===== src/rtl/hi_priority_arbiter_pkg.sv =====
// Shared types and constants for the highest-index priority arbiter.
// Request width, state encoding and default hold limits.
package hi_priority_arbiter_pkg;

   localparam int NUM_REQ      = 4;
   localparam int IDX_W        = 2;
   localparam int MAX_HOLD_DEF = 8;
   localparam int CNT_W_DEF    = 8;

   localparam logic IDLE  = 1'b0;
   localparam logic GRANT = 1'b1;

   typedef enum logic {
      ST_IDLE  = IDLE,
      ST_GRANT = GRANT
   } state_e;

   function automatic logic [NUM_REQ-1:0] onehot(
      input logic [IDX_W-1:0] i
   );
      return NUM_REQ'(1) << i;
   endfunction

endpackage


===== src/rtl/hi_priority_arbiter_enc.sv =====
// Highest-index encoder: index of the top set bit plus an all-zero flag.
// Purely combinational; used on the masked request vector.
module hi_index_enc
   import hi_priority_arbiter_pkg::*;
(
   input  logic [NUM_REQ-1:0] in_vec,
   output logic [IDX_W-1:0]   idx,
   output logic               zero
);

   always_comb begin
      idx  = '0;
      zero = 1'b0;
      priority case (1'b1)
         in_vec[3]: idx = 2'd3;
         in_vec[2]: idx = 2'd2;
         in_vec[1]: idx = 2'd1;
         in_vec[0]: idx = 2'd0;
         default:   zero = 1'b1;
      endcase
   end

endmodule


===== src/rtl/hi_priority_arbiter.sv =====
// Sequential arbiter granting a shared resource to the highest-index requester,
// with a hold-time limit and one-arbitration masking of a pre-empted winner.
module hi_priority_arbiter
   import hi_priority_arbiter_pkg::*;
#(
   parameter int MAX_HOLD = MAX_HOLD_DEF,
   parameter int CNT_W    = CNT_W_DEF
) (
   input  logic               CLK,
   input  logic               RST_N,
   input  logic [NUM_REQ-1:0] REQ,
   output logic [NUM_REQ-1:0] GNT,
   output logic [IDX_W-1:0]   IDX,
   output logic               VALID,
   output logic               PREEMPT
);

   localparam logic [CNT_W-1:0] HOLD_LAST = CNT_W'(MAX_HOLD - 1);

   state_e               state_q, state_d;
   logic [NUM_REQ-1:0]   gnt_q, gnt_d;
   logic [IDX_W-1:0]     idx_q, idx_d;
   logic [CNT_W-1:0]     hold_cnt_q, hold_cnt_d;
   logic [NUM_REQ-1:0]   mask_q, mask_d;
   logic                 preempt_q, preempt_d;

   logic [NUM_REQ-1:0]   masked;
   logic [IDX_W-1:0]     enc_idx;
   logic                 enc_z;

   assign masked = REQ & ~mask_q;

   hi_index_enc u_enc (
      .in_vec (masked),
      .idx    (enc_idx),
      .zero   (enc_z)
   );

   always_comb begin
      state_d    = state_q;
      gnt_d      = gnt_q;
      idx_d      = idx_q;
      hold_cnt_d = hold_cnt_q;
      mask_d     = mask_q;
      preempt_d  = 1'b0;
      unique case (state_q)
         ST_IDLE: begin
            // An empty masked vector also retires a stale mask.
            mask_d = '0;
            if (!enc_z) begin
               state_d    = ST_GRANT;
               gnt_d      = onehot(enc_idx);
               idx_d      = enc_idx;
               hold_cnt_d = '0;
            end
         end
         ST_GRANT: begin
            hold_cnt_d = hold_cnt_q + 1'b1;
            if (!REQ[idx_q]) begin
               state_d = ST_IDLE;
               gnt_d   = '0;
            end else if (hold_cnt_q == HOLD_LAST) begin
               state_d   = ST_IDLE;
               gnt_d     = '0;
               mask_d    = onehot(idx_q);
               preempt_d = 1'b1;
            end
         end
         default: state_d = ST_IDLE;
      endcase
   end

   always_ff @(posedge CLK or negedge RST_N) begin
      if (!RST_N) begin
         state_q    <= ST_IDLE;
         gnt_q      <= '0;
         idx_q      <= '0;
         hold_cnt_q <= '0;
         mask_q     <= '0;
         preempt_q  <= 1'b0;
      end else begin
         state_q    <= state_d;
         gnt_q      <= gnt_d;
         idx_q      <= idx_d;
         hold_cnt_q <= hold_cnt_d;
         mask_q     <= mask_d;
         preempt_q  <= preempt_d;
      end
   end

   assign GNT     = gnt_q;
   assign IDX     = idx_q;
   assign VALID   = |gnt_q;
   assign PREEMPT = preempt_q;

endmodule


===== config.mk =====
export PLATFORM = sky130hd
export DESIGN_NAME = hi_priority_arbiter
export DESIGN_NICKNAME = d
export VERILOG_FILES = /design/src/rtl/hi_priority_arbiter_pkg.sv /design/src/rtl/hi_priority_arbiter_enc.sv /design/src/rtl/hi_priority_arbiter.sv
export SDC_FILE = /design/constraint.sdc
export NUM_CORES = 1
export LEC_CHECK = 0
export BUFFER_PORTS_ARGS = -buffer_cell sky130_fd_sc_hd__buf_2
export CAP_MARGIN = 5
export CORE_MARGIN = 4
export CORE_UTILIZATION = 59
export DETAILED_ROUTE_END_ITERATION = 8
export PLACE_DENSITY_LB_ADDON = 0.05
export SLEW_MARGIN = 15
export SYNTH_ARGS = -nofsm -noshare
export SYNTH_HDL_FRONTEND = slang
export SYNTH_SLANG_ARGS = --single-unit

===== constraint.sdc =====
create_clock -name CLK -period 4.6 [get_ports CLK]
set_input_delay 0.23 -clock CLK [delete_from_list [all_inputs] [get_ports CLK]]
set_output_delay 0.23 -clock CLK [all_outputs]
set_load 0.005 [all_outputs]

# --- After elaboration in Yosys (flattened, before gate mapping) ---
# Index checks and enable logic that the tools add are counted.
word_totals:
  regBits: 20
  latch_bits: 0
  ram_bits: 0
  romBits: 0
  inputBits: 6
  out_inout_bits: 8
  wordCells: 48
  n_memories: 0
classes:
  add_sub_neg: 1
  n_mul: 0
  n_div: 0
  order_cmp: 1
  eq_ne: 5
  shift: 2
  muxes: 25
  bitwise: 4
  n_reduce_logical: 4
ops:
  columns: ["cell", "n"]
  rows:
  - ["4-bit 2-to-1 mux", 5]
  - ["4-bit one-hot mux with 2 select lines", 2]
  - ["8-bit one-hot mux with 2 select lines", 1]
  - ["1-bit 2-to-1 mux", 12]
  - ["8-bit by 1-bit adder with 8-bit output, second input constant", 1]
  - ["8-bit by 3-bit == test with 1-bit output, second input constant", 1]
  - ["8-bit 2-to-1 mux", 1]
  - ["1-bit by 2-bit << shifter with 4-bit output, first input constant", 2]
  - ["2-bit AND reduction", 3]
  - ["4-bit AND", 1]
  - ["2-bit 2-to-1 mux", 2]
  - ["2-bit by 1-bit inequality test with 1-bit output, second input constant", 2]
  - ["4-bit inverter", 1]
  - ["4-bit OR reduction", 1]
  - ["2-bit by 3-bit less-than comparator with 1-bit output, second input constant", 1]
  - ["3-bit by 2-bit inequality test with 1-bit output, second input constant", 1]
  - ["1-bit binary-select mux with 2-bit select", 1]
  - ["2-bit inequality test, second input constant", 1]
  - ["1-bit inverter", 2]
  - ["1-bit one-hot mux with 2 select lines", 1]

# --- Longest topological paths before layout ---
logic_depth:
  ltp_word: 8
  ltp_mapped: 5
  depth_no_buf: 5

# --- By module ---
# A second synthesis with hierarchy kept.
unflattened:
  hier_cells: 108
  area_unflattened_um2: 1097.3
by_module_without_submodules:
  columns: ["module", "instances", "cells_each", "area_each_um2", "seq_area_each_um2"]
  rows:
  - ["hi_priority_arbiter", 1, 104, 1067.3, 500.5]
  - ["hi_index_enc", 1, 4, 30.0, 0.0]

# --- Worst setup path after synthesis ---
# No wires, ideal clock.
synth_path:
  kind: "reg2reg"
  start: "register hold_cnt_q[5]"
  end: "register gnt_q[2] (netlist: GNT[2])"
  setup_ps: 136
  arrival_ps: 1358
  t_required_ps: 4464
  setup_slack_ps: 3107
  stages_incl_launch_ff: 5
  n_path_buf: 0
  synth_period_minus_slack_ps: 1493
  cell_sequence: "dfrtp_1 > or3_4 > nor4_4 > nand3b_1 > o32ai_1"
synth_between:
  elab_chain_cells: 3
synth_rtl:
  columns: ["element", "line", "rtl"]
  rows:
  - ["from (decl)", "hi_priority_arbiter.sv:23", "logic [CNT_W-1:0] hold_cnt_q, hold_cnt_d;"]
  - ["from (signal assigned)", "hi_priority_arbiter.sv:85", "hold_cnt_q <= hold_cnt_d;"]
  - ["8-bit by 3-bit == test with 1-bit output", "hi_priority_arbiter.sv:62", "end else if (hold_cnt_q == HOLD_LAST) begin"]
  - ["3-bit by 2-bit inequality test with 1-bit output (no line)", null, null]
  - ["2-bit AND reduction (no line)", null, null]
  - ["to (signal assigned)", "hi_priority_arbiter.sv:83", "gnt_q <= gnt_d;"]
  - ["to (decl)", "hi_priority_arbiter.sv:21", "logic [NUM_REQ-1:0] gnt_q, gnt_d;"]
# No other way between the ends.
# A chain may end at the register's enable or synchronous reset.

# --- Worst setup path after layout ---
# Ends and elaborated chain as after synthesis.

==> metrics.csv <==
metric,value,unit
outcome,"complete, no violations",
cts.reportedPaths.clkPinSlew,110,ps
num_vias,846,
design.core.area,1580,um2
crit_fanout,6,
initial_utilization,0.657,
synth-async-reset-ratio,1.00,
design_area,1160,um2
synth.avg_cell_area,10.5,um2
postPlaceCellArea,1120,um2
area_delta_synth_final,12.3,%
final_nets,124,
grt_max_degree,21,
synth_top_area_frac,0.483,
relSlewSlack,0.697,
worstReg2RegStart,hold_cnt_q[5],
numPortBuffers,13,
ant_nets,0,
post_drt_wl_per_cell,15.6,um
drt_iter0_markers,24,
seq_area_frac_synth,0.483,
grt_pass1_wl,3760,um
yosys-top-cells-area,"dfrtp_1 (48%), nand2_1 (4.0%), a21oi_1 (2.9%)",
postSynthCellCount,99,
p_per_area,486,nW/um2
crit_path_end,GNT[2],
reg2regPathDepth,4,
clock-sinks,20,
cts_tree,built,
antenna_found_initial,0,
hold_ws,232,ps
gp_congestion,0.872,
min_period_over_period,0.362,
grtUsageTotal,0.194,
clk_latency,290,ps
vdd_ir_drop_max,320,uV
r2r_end,GNT[2],
yosys_warnings,0,
antennaDiodeCount,0,
dr.pass1.iters,5,
synth_top_area_cell,dfrtp_1,
critPathCaptureType,flip-flop,
fp.dieW,49.9,um
ctsHtreeMaxLevel,1,
synth.ff_latch_count,20,
start_kind,flip-flop,
ctsResizeCount,0,
fin_tns_setup,0,ps
synth_area,1040,um2
finalPower,565,uW
fp.dieH,49.9,um
utilization,0.738,
hold_viol_final,0,
max_clock_freq,600,MHz
syn-num-nets,106,
drc,0,
skew,2.24,ps
final-setup-viol-count,0,
slew_viol_final,0,
grt_setup_unrepaired,false,
synth_edf_count,0,
holdCritPathClass,in -> reg,
grt-ovfl-total,0,
critPathKind,reg -> reg,
grt_pass1_vias,894,
max-cap-violations,0,
required,4770,ps
leakage,0.523,nW
startpoint,hold_cnt_q[5],
hpwl,1560,um
cts_buffer_depth,2,
timing.final.crit_period,1670,ps
cp.arrival,1830,ps
root_buffer,clkbuf_4,
cts_buffers,3,
ys_types,39,
rows,14,
die_area,2490,um2
rrSetupSlack,2930,ps
drive_gt1_frac,0.216,
viasPerCell,6.41,
design.portCount,14,
wl,2060,um
synthFlopType,dfrtp_1,
worstMarginPinSlew,453,ps
==> critical path, stage by stage (launching register included) <==
cell,delay [ps]
dfrtp_1,450
or3_4,410
nor4_4,280
nand3b_1,270
o32ai_1,130
==> stage by stage <==
step           worst slack, ps  cells
2_1_floorplan             3110     99
3_3_place_gp              3020    127
3_5_place_dp              2970    127
4_1_cts                   2950    132
5_1_grt                   2850    132
6_report                  2930    132
==> worst min path at each step <==
stage                     startpoint        end  slack, ps  cells after the start
final                         REQ[2]  mask_q[2]        230                      3
after global routing          REQ[1]  mask_q[1]        240                      3
after CTS                     REQ[2]  mask_q[2]        220                      3
after detailed placement       RST_N  mask_q[2]        190                      1
after global placement         RST_N  mask_q[1]        190                      1
after floorplan                RST_N     GNT[0]        -70                      0
==> report_power, final <==
| group | switching [mW] | total [mW] | internal (mW) |
|---|---|---|---|
| clock | 0.0515 | 0.0997 | 0.0482 |
| combinational | 0.103 | 0.193 | 0.0898 |
| sequential | 0.0581 | 0.273 | 0.214 |
==> placed cells by master (no fill, tap or decap), drive strengths merged, types with 4 or more instances in the layout <==
master	netlist	layout
a21oi	6	6
buf	0	13
clkbuf	1	4
dfrtp	20	20
inv	4	4
nand2	11	11
nand3	6	6
o21ai	8	8
==> cells by family after synthesis <==
| kind of cell | count (synthesis) | share of synthesized area |
|---|---|---|
| AO/OA/AOI/OAI | 29 | 0.205 |
| adder cells (fa/ha/maj) | 1 | 0.0121 |
| buffers and inverters | 5 | 0.0181 |
| flip-flops | 20 | 0.483 |
| multiplexers | 3 | 0.0411 |
| AND/OR/NAND/NOR | 41 | 0.240 |
==> cells in the mapped netlist, types with 2 or more instances <==
cell type / count
o2bb2ai_1: 2
inv_1: 4
nand3_1: 6
and3_2: 2
o211ai_1: 2
mux2i_1: 2
o21ai_0: 6
nand2_1: 11
nor2_1: 3
a21oi_1: 6
nand3b_1: 3
a31oi_1: 2
nand2b_1: 2
dfrtp_1: 20
and2b_1: 3
nand4_1: 2
==> flip-flops by register name, indices dropped and copies added (netlist names) <==
signal / cells
IDX: 2
state_q: 1
PREEMPT: 1
mask_q: 4
GNT: 4
hold_cnt_q: 8
==> cell type report <==
| type | count | area (um2) |
|---|---|---|
| Tap cell | 16 | 20.0 |
| Fill cell | 109 | 413 |
| Clock buffer | 4 | 36.3 |
| Sequential cell | 20 | 500 |
| Multi-Input combinational cell | 74 | 517 |
| Inverter | 4 | 15.0 |
| Timing Repair Buffer | 14 | 75.1 |
==> layer usage <==
metal / track usage / part of all wire
met1: 0.230 / 0.44
met3: 0.0482 / 0.056
met2: 0.328 / 0.49
met4: 0.0876 / 0.014
met5: 0 / 0
==> timing repair <==
item                                   in CTS  in global routing
setup endpoints to repair                   0                  0
endpoints found under the hold margin      20                  0
hold buffers                                1                  0
buffers inserted                            0                  0
No activity file was read; power rests on OpenSTA's default activity.
